## src/rtl/parametrik_denetim_birimi.sv

```systemverilog
// -----------------------------------------------------------------------------
// parametrik_denetim_birimi
//   Hazard/control unit for the GETIR -> COZ -> YURUT pipeline.
//   - Forwarding select for KAYNAK_SAYISI source operands against ILERI_ASAMA
//     producing stages (stage 0 = YURUT, youngest; higher index = older).
//   - Load-use stall: COZ/GETIR hold while the selected producer's result is
//     not yet available, and a bubble is pushed into YURUT.
//   - Misprediction flush. If it arrives while GETIR is not ready, the flush
//     is remembered until GETIR's next ready cycle.
//   - Startup stall of BASLANGIC_CEVRIM cycles (BASLAT) for cache valid-bit
//     clearing, then CALIS until reset.
//   - Saturating counter of hazard-stall cycles.
// Ports
//   clk_i, rst_ni                         clock, async active-low reset
//   gtr_yanlis_tahmin_i, gtr_hazir_i      misprediction, GETIR valid
//   gtr_durdur_o, gtr_bosalt_o            GETIR hold / flush
//   cyo_rs_adres_i, cyo_rs_gecerli_i      COZ source addresses / read-enables
//   cyo_yonlendir_kontrol_o               per-source select: 0 none, i+1 stage i
//   cyo_durdur_o, cyo_bosalt_o            COZ hold / flush
//   ileri_yaz_yazmac_i, ileri_rd_adres_i  producer write-enable / rd address
//   ileri_veri_hazir_i                    producer result available
//   yrt_hazir_i                           YURUT done (multi-cycle ops)
//   yrt_durdur_o, yrt_bosalt_o            YURUT hold / bubble
//   durum_o                               0 BASLAT, 1 CALIS
//   durma_sayac_o                         hazard-stall cycles, saturating
// -----------------------------------------------------------------------------
module parametrik_denetim_birimi #(
  parameter int ADRES_BIT        = 5,
  parameter int KAYNAK_SAYISI    = 2,
  parameter int ILERI_ASAMA      = 2,
  parameter int BASLANGIC_CEVRIM = 256,
  parameter int SAYAC_BIT        = 16,
  localparam int SEC_BIT         = $clog2(ILERI_ASAMA + 1)
) (
  input  logic                               clk_i,
  input  logic                               rst_ni,
  input  logic                               gtr_yanlis_tahmin_i,
  input  logic                               gtr_hazir_i,
  output logic                               gtr_durdur_o,
  output logic                               gtr_bosalt_o,
  input  logic [KAYNAK_SAYISI*ADRES_BIT-1:0] cyo_rs_adres_i,
  input  logic [KAYNAK_SAYISI-1:0]           cyo_rs_gecerli_i,
  output logic [KAYNAK_SAYISI*SEC_BIT-1:0]   cyo_yonlendir_kontrol_o,
  output logic                               cyo_durdur_o,
  output logic                               cyo_bosalt_o,
  input  logic [ILERI_ASAMA-1:0]             ileri_yaz_yazmac_i,
  input  logic [ILERI_ASAMA*ADRES_BIT-1:0]   ileri_rd_adres_i,
  input  logic [ILERI_ASAMA-1:0]             ileri_veri_hazir_i,
  input  logic                               yrt_hazir_i,
  output logic                               yrt_durdur_o,
  output logic                               yrt_bosalt_o,
  output logic                               durum_o,
  output logic [SAYAC_BIT-1:0]               durma_sayac_o
);

  localparam int                BS_BIT = (BASLANGIC_CEVRIM > 2) ? $clog2(BASLANGIC_CEVRIM) : 1;
  localparam logic [BS_BIT-1:0] BS_SON = BS_BIT'(BASLANGIC_CEVRIM - 1);

  typedef enum logic {
    BASLAT = 1'b0,
    CALIS  = 1'b1
  } durum_t;

  durum_t                             durum_q, durum_d;
  logic [BS_BIT-1:0]                  sayac_q;
  logic                               bekleyen_bosalt_q;
  logic [SAYAC_BIT-1:0]               durma_sayac_q;

  logic [KAYNAK_SAYISI*SEC_BIT-1:0]   yonlendir;
  logic [SEC_BIT-1:0]                 sec;
  logic                               sec_hazir;
  logic                               tehlike;
  logic                               baslat;
  logic                               bosalt;
  logic                               tehlike_etkin;

  // ---------------------------------------------------------------------------
  // State register
  // ---------------------------------------------------------------------------
  // NOTE: sequential state uses non-blocking assignments so every register
  // samples the pre-edge values regardless of statement order.
  always_ff @(posedge clk_i or negedge rst_ni) begin
    if (!rst_ni) begin
      durum_q           <= BASLAT;
      sayac_q           <= '0;
      bekleyen_bosalt_q <= 1'b0;
      durma_sayac_q     <= '0;
    end else begin
      durum_q <= durum_d;
      if (durum_q == BASLAT && sayac_q != BS_SON) begin
        sayac_q <= sayac_q + 1'b1;
      end
      // Remembered flush is only meaningful once running; during BASLAT the
      // pipeline is flushed unconditionally anyway.
      if (durum_q == CALIS) begin
        if (gtr_hazir_i) begin
          bekleyen_bosalt_q <= 1'b0;
        end else if (gtr_yanlis_tahmin_i) begin
          bekleyen_bosalt_q <= 1'b1;
        end
      end
      if (durum_q == CALIS && tehlike_etkin && durma_sayac_q != '1) begin
        durma_sayac_q <= durma_sayac_q + 1'b1;
      end
    end
  end

  // ---------------------------------------------------------------------------
  // Next-state logic
  // ---------------------------------------------------------------------------
  // NOTE: every always_comb output gets a default first so no path leaves a
  // signal unassigned, which would otherwise infer a latch.
  always_comb begin
    durum_d = durum_q;
    if (durum_q == BASLAT && sayac_q == BS_SON) begin
      durum_d = CALIS;
    end
  end

  // ---------------------------------------------------------------------------
  // Forwarding select and load-use detection.
  // Scanning from the oldest stage down lets the youngest match overwrite, so
  // the most recent producer wins even if its data is not ready yet; older
  // copies of the same register are stale.
  // ---------------------------------------------------------------------------
  always_comb begin
    yonlendir = '0;
    tehlike   = 1'b0;
    sec       = '0;
    sec_hazir = 1'b1;
    for (int k = 0; k < KAYNAK_SAYISI; k++) begin
      sec       = '0;
      sec_hazir = 1'b1;
      for (int i = ILERI_ASAMA - 1; i >= 0; i--) begin
        if (cyo_rs_gecerli_i[k] && ileri_yaz_yazmac_i[i] &&
            cyo_rs_adres_i[k*ADRES_BIT +: ADRES_BIT] == ileri_rd_adres_i[i*ADRES_BIT +: ADRES_BIT] &&
            cyo_rs_adres_i[k*ADRES_BIT +: ADRES_BIT] != '0) begin
          sec       = SEC_BIT'(i + 1);
          sec_hazir = ileri_veri_hazir_i[i];
        end
      end
      yonlendir[k*SEC_BIT +: SEC_BIT] = sec;
      if (!sec_hazir) begin
        tehlike = 1'b1;
      end
    end
  end

  // ---------------------------------------------------------------------------
  // Outputs. BASLAT forces every hold/flush; a flushed COZ instruction cannot
  // raise a stall. yrt_durdur_o follows GETIR because both share one memory
  // port.
  // ---------------------------------------------------------------------------
  always_comb begin
    baslat        = (durum_q == BASLAT);
    bosalt        = baslat | gtr_yanlis_tahmin_i | bekleyen_bosalt_q;
    tehlike_etkin = tehlike & ~bosalt;

    gtr_bosalt_o            = bosalt;
    cyo_bosalt_o            = bosalt;
    gtr_durdur_o            = baslat | ~gtr_hazir_i | ~yrt_hazir_i | tehlike_etkin;
    cyo_durdur_o            = baslat | ~gtr_hazir_i | ~yrt_hazir_i | tehlike_etkin;
    yrt_durdur_o            = baslat | ~gtr_hazir_i;
    yrt_bosalt_o            = ~baslat & tehlike_etkin & gtr_hazir_i & yrt_hazir_i;
    cyo_yonlendir_kontrol_o = baslat ? '0 : yonlendir;
    durum_o                 = ~baslat;
    durma_sayac_o           = durma_sayac_q;
  end

endmodule
```

## config.mk

```make
export PLATFORM = sky130hd
export DESIGN_NAME = parametrik_denetim_birimi
export DESIGN_NICKNAME = d
export VERILOG_FILES = /design/src/rtl/parametrik_denetim_birimi.sv
export SDC_FILE = /design/constraint.sdc
export NUM_CORES = 1
export LEC_CHECK = 0
export ABC_AREA = 0
export CAP_MARGIN = 10
export CORE_MARGIN = 5
export CORE_UTILIZATION = 44
export DETAILED_ROUTE_END_ITERATION = 7
export PLACE_DENSITY = 0.88
export REMOVE_ABC_BUFFERS = 1
export SLEW_MARGIN = 10
export SYNTH_ARGS = -nofsm -noshare
export SYNTH_HDL_FRONTEND = slang
export SYNTH_SLANG_ARGS = --single-unit
```

## constraint.sdc

```tcl
create_clock -name clk_i -period 6.7 [get_ports clk_i]
set_clock_uncertainty 0.1 [all_clocks]
set_input_delay 1.34 -clock clk_i [delete_from_list [all_inputs] [get_ports clk_i]]
set_output_delay 1.34 -clock clk_i [all_outputs]
set_load 0.05 [all_outputs]
```

## After elaboration in Yosys (flattened, before gate mapping)

Index checks and enable logic that the tools add are counted.

| storage, ports and cells | value |
|---|---|
| input bits | 31 |
| bits in registers | 26 |
| output and inout port bits | 27 |

| operators by class | value |
|---|---|
| equal/unequal tests | 7 |
| bitwise logic cells | 13 |
| mux-type cells | 13 |
| $add $sub $neg | 2 |
| reductions and logical operators | 20 |

Operator list:

| operator | number |
|---|---|
| equality test 5 bit | 4 |
| adder 16 x 1 -> 16 bit, second input constant | 1 |
| logical AND 1 bit | 16 |
| inequality test 16 bit, second input constant | 1 |
| nonzero test 5 bit | 2 |
| adder 8 x 1 -> 8 bit, second input constant | 1 |
| equality test 8 bit, second input constant | 1 |
| 2-to-1 mux 1 bit | 8 |
| 2-to-1 mux 2 bit | 4 |
| inequality test 8 bit, second input constant | 1 |
| bitwise OR 1 bit | 5 |
| AND 1 bit | 4 |
| 2-to-1 mux 4 bit | 1 |
| inverter 1 bit | 4 |
| AND reduction 2 bit | 1 |
| nonzero test 2 bit | 1 |

## Longest topological paths before layout

| depth | value |
|---|---|
| depth after elaboration | 11 |
| gate-level depth with buffers | 8 |
| gate-level depth less buffers | 7 |

## Worst setup path before layout

No wires, ideal clock.

| timing | value |
|---|---|
| kind | in2out |
| from | input port cyo_rs_adres_i[0] |
| to | output port gtr_durdur_o |
| stages | 8 |
| data required time | 5260 ps |
| arrival | 3799 ps |
| slack | 1461 ps |
| path through | or4_1 -> o21ai_2 -> nand4b_2 -> a22o_4 -> buf_6 -> a21oi_1 -> o2111ai_1 -> buf_4 |

| between the ends | value |
|---|---|
| longest elaborated chain between the ends | 9 |

Ends and longest elaborated chain:

| item | line | text |
|---|---|---|
| start: declaration | 41 | `input logic [KAYNAK_SAYISI*ADRES_BIT-1:0] cyo_rs_adres_i,` |
| equality test 5 bit | 136 | `cyo_rs_adres_i[k*ADRES_BIT +: ADRES_BIT] == ileri_rd_adres_i[i*ADRES_BIT +: ADRES_BIT] &&` |
| logical AND 1 bit | 135 | `if (cyo_rs_gecerli_i[k] && ileri_yaz_yazmac_i[i] &&` |
| logical AND 1 bit | 136 |  |
| 2-to-1 mux 1 bit | 135 |  |
| 2-to-1 mux 1 bit * | 135 |  |
| 2-to-1 mux 1 bit * (2 in a row) | 143 | `if (!sec_hazir) begin` |
| AND 1 bit * | 157 | `tehlike_etkin = tehlike & ~bosalt;` |
| bitwise OR 1 bit * | - |  |
| end: declaration | 39 | `output logic gtr_durdur_o,` |

Mark *: on every way between the ends. The rest lies on a longest branch, timed or not.

## Worst setup path in the final report

| timing | value |
|---|---|
| from | input port cyo_rs_adres_i[7] |
| to | output port cyo_durdur_o |

| between the ends | value |
|---|---|
| longest elaborated chain between the ends | 8 |

Ends and longest elaborated chain:

| item | line | text |
|---|---|---|
| equality test 5 bit | 136 |  |
| logical AND 1 bit | 135 |  |
| logical AND 1 bit | 136 |  |
| 2-to-1 mux 1 bit | 135 |  |
| 2-to-1 mux 1 bit * | 135 |  |
| 2-to-1 mux 1 bit * | 143 |  |
| AND 1 bit * | 157 |  |
| bitwise OR 1 bit * | 162 | `cyo_durdur_o = baslat \| ~gtr_hazir_i \| ~yrt_hazir_i \| tehlike_etkin;` |
| end: declaration | 44 | `output logic cyo_durdur_o,` |

Marked as above.

==> impl_results.md <==
- Int Power: 262.6 µW
- Die height: 74.33 µm
- VDD IR-drop max: 132.9 µV
- Buffers plus inverters on the worst setup path: 3
- Startpoint types: input pin
- Port Buf Inserts: 57
- Die W: 74.33 µm
- CP max stage cell: clkdlybuf4s50_1
- Power density over the cells: 133.9 nW/µm²
- Yosys cell types: 41
- Clock share of power: 0.388
- Clk pin slew, worst setup/hold paths: 0.10 ns
- Part of the Yosys area used for sequential elements: 0.3574
- Most frequent cells after synthesis: xnor2_1 (30), dfrtp_1 (26), nor3_1 (14)
- CTS tree: done
- Via/cell ratio: 5.463
- Hpwl dp: 3557 µm
- WHS Path Cells: 1
- TritonCTS buffer count: 3
- Clock Sinks: 26
- Vias in the first global route: 1582
- First-pass DRT Iterations: 4
- Total gr overflow: 0
- Fillers: 332
- Most frequent cell after synthesis: xnor2_1
- Synth area leaders: dfrtp_1 (36%), xnor2_1 (14%), xor2_1 (5.3%)
- Post-CTS Setup Bufs: 0
- Routability congestion estimate: 0.8816
- CTS hold repair buffers: 0
- Rel. slew slack: 0.5218
- Delay-heaviest family, CP: buffers and inverters
- Sw Ratio: 0.2135
- Post-Syn Area: 1820 µm²
- Hold Violations, Final: 0
- Worst R2R Path Depth: 7
- Pin count of the biggest net entering global routing: 27
- Primary FF master, synth: dfrtp_1
- DRC: 0
- Ports: 58
- Area of the multi-input gates: 1104 µm²
- M1 wire length: 2036 µm
- Endpoints failing setup: 0
- Area growth, synth to finish: 36.91%
- Total Die Area: 5524 µm²
- Critical path class: in2out
- CTS root buf: clkbuf_8
- Final Cycle Share: 0.8510
- Placed cells: 290
- Post-CTS sizing: 0
- Part of the power in registers: 0.473
- Finished Layout Cells: 294
- Yosys top cell by area: dfrtp_1
- Post-Route WL: 4615 µm
- Clk buf depth: 2
- Routed met3 length: 161 µm
- Synthesized area per cell: 9.632 µm²
- Reg2reg setup slack: 4.12 ns
- Post-synth ARST share: 1.000
- Initial antenna violation count: 0
- Worst Tran Pin Value: 0.7125 ns
- Antenna cell count: 0
- First-pass GRT wire length: 7631 µm
- CP dominant cell by count: clkdlybuf4s50_1
- Hold Startpoint: sayac_q[7]
- Fin. max-slew vios: 0
- Post-synth EDFFs: 0
- Fin crit period: 5.701 ns
- Core Area: 4000 µm²
- Comb power frac: 0.139
- DRT iter0 DRCs: 155
- Final TNS setup: 0 ns
- Worst Hold End: sayac_q[7]
- CP Depth: 9
- Reg-to-Reg End: durma_sayac_o[1]
- Register area: 650.6 µm²
- Data arrival, critical path: 4.26 ns
- Switch Pwr: 71.28 µW
- Max FO, Critical Path: 15
- Initial core utilization: 0.4551
- DP Area: 2421 µm²
- Highest clock rate: 0.1754 GHz
- R2r startpoint: durma_sayac_o[0]
- Hold Path Class: reg2reg
- Static Leak: 0.0009038 µW
- Overall power: 333.8 µW
- ANT nets after route: 0
- Crit path largest cell delay: 0.85 ns
- WL/cell: 15.70 µm
- Uppermost layer routed: met4
- WP data required: 5.26 ns
- Clk_lat worst skew: 0.28 ns
- Max-cap violations: 0
- Post-synth top area share: 0.3574
- Total track usage: 0.1770
- Vias: 1606
- Seq cells post-synth: 26
- Wire length on met2: 2394 µm
- Status: complete, no violations
- Worst path cell trace: clkdlybuf4s50_1, xor2_1, nor4_1, nand4b_2, a21oi_2, buf_4, a21oi_1, o2111ai_1, clkdlybuf4s50_1
- Layout cells sized above 1: 0.09016
- Synthesized instance count: 189
- Number of nets in the layout: 278
- RSZ-0062 raised after global routing: no
- Synth Warn #: 0
- Post-route cell area: 2492 µm²
- Row count: 23
- CTS H-tree lvls: 1
- Critical path endpoint category: output port
[power groups by stage]
| stage | Clock, µW | Combinational, µW | Sequential [µW] |
|---|---|---|---|
| CTS | 133 | 46.5 | 158 |
| finish | 130 | 46.4 | 158 |
| floorplan | 0 | 14.1 | 162 |
| detailed placement | 0 | 46.3 | 161 |
| global route | 142 | 50.0 | 158 |
| global placement | 0 | 45.7 | 161 |
[how the worst max path moves through the flow]
stage,start,slack [ns],endpoint
2_1_floorplan,ileri_rd_adres_i[2],1.09,cyo_durdur_o
3_3_place_gp,cyo_rs_adres_i[1],1.06,cyo_durdur_o
6_report,cyo_rs_adres_i[7],1.0,cyo_durdur_o
3_5_place_dp,cyo_rs_adres_i[5],1.01,gtr_durdur_o
5_1_grt,cyo_rs_adres_i[4],0.83,gtr_durdur_o
4_1_cts,cyo_rs_adres_i[5],1.01,gtr_durdur_o
[routing by layer]
metal | global-route usage | vias to the layer above
met5 | 0 | -
met1 | 0.2355 | 770
li1 | - | 805
met2 | 0.3061 | 27
met4 | 0.02767 | 0
met3 | 0.03378 | 4
[logic make-up after synthesis]
family,count (synthesis),synth area share
buffers and inverters,13,0.03642
and+or+nand+nor,77,0.2316
muxes,3,0.02062
xor gates and xnor gates,41,0.1972
AOI/OAI and AO/OA,27,0.1430
adders and majority gates,2,0.01374
DFF,26,0.3574
[worst reg2reg max path, cell delays in order (launching register included)]
cell and delay [ns]:
dfrtp_1 0.43, ha_1 0.26, nand2_1 0.09, or2_0 0.50, nor2_1 0.17, nor2_1 0.40, a31o_4 0.24, mux2_4 0.29
[cells in the final DEF, fill, tap and decap left out, types with 2 or more instances in the layout]
| cell | n |
|---|---|
| inv_1 | 4 |
| o21ai_1 | 2 |
| clkbuf_8 | 3 |
| nand4b_2 | 2 |
| dfrtp_1 | 26 |
| buf_4 | 2 |
| xor2_1 | 11 |
| clkdlybuf4s50_1 | 57 |
| a32oi_1 | 9 |
| nand4_1 | 5 |
| ha_1 | 2 |
| nand2_1 | 12 |
| or4_1 | 2 |
| nor4_1 | 10 |
| a22oi_2 | 5 |
| xnor2_1 | 30 |
| and3_1 | 4 |
| nand3_1 | 7 |
| a21oi_1 | 3 |
| nor2_1 | 13 |
| and4_1 | 3 |
| nor3_1 | 14 |
[cell type report]
type	instances	share of cell area
multi-input cells	150	0.4428
clock inverters	1	0.01205
clock buffers	3	0.01657
well taps	50	0.02510
repair buffers	59	0.2349
inverters	5	0.007530
flip-flops and latches	26	0.2610
[flip-flops by register name, summed over array words and instances (netlist names)]
signal and count:
durma_sayac_o 16, sayac_q 8, bekleyen_bosalt_q 1, durum_o 1
[metrics by stage]
| stage | setup slack [ns] | utilization | hold slack, ns |
|---|---|---|---|
| 6_report | 0.9986 | 0.6231 | 0.3847 |
| 4_1_cts | 1.009 | 0.6231 | 0.3840 |
| 3_5_place_dp | 1.014 | 0.6053 | 0.3594 |
| 5_1_grt | 0.8315 | 0.6231 | 0.4173 |
| 2_1_floorplan | 1.086 | - | 0.3380 |
| 3_3_place_gp | 1.060 | 0.6053 | 0.3537 |
Note: power is estimated with default switching activity, not from simulation.
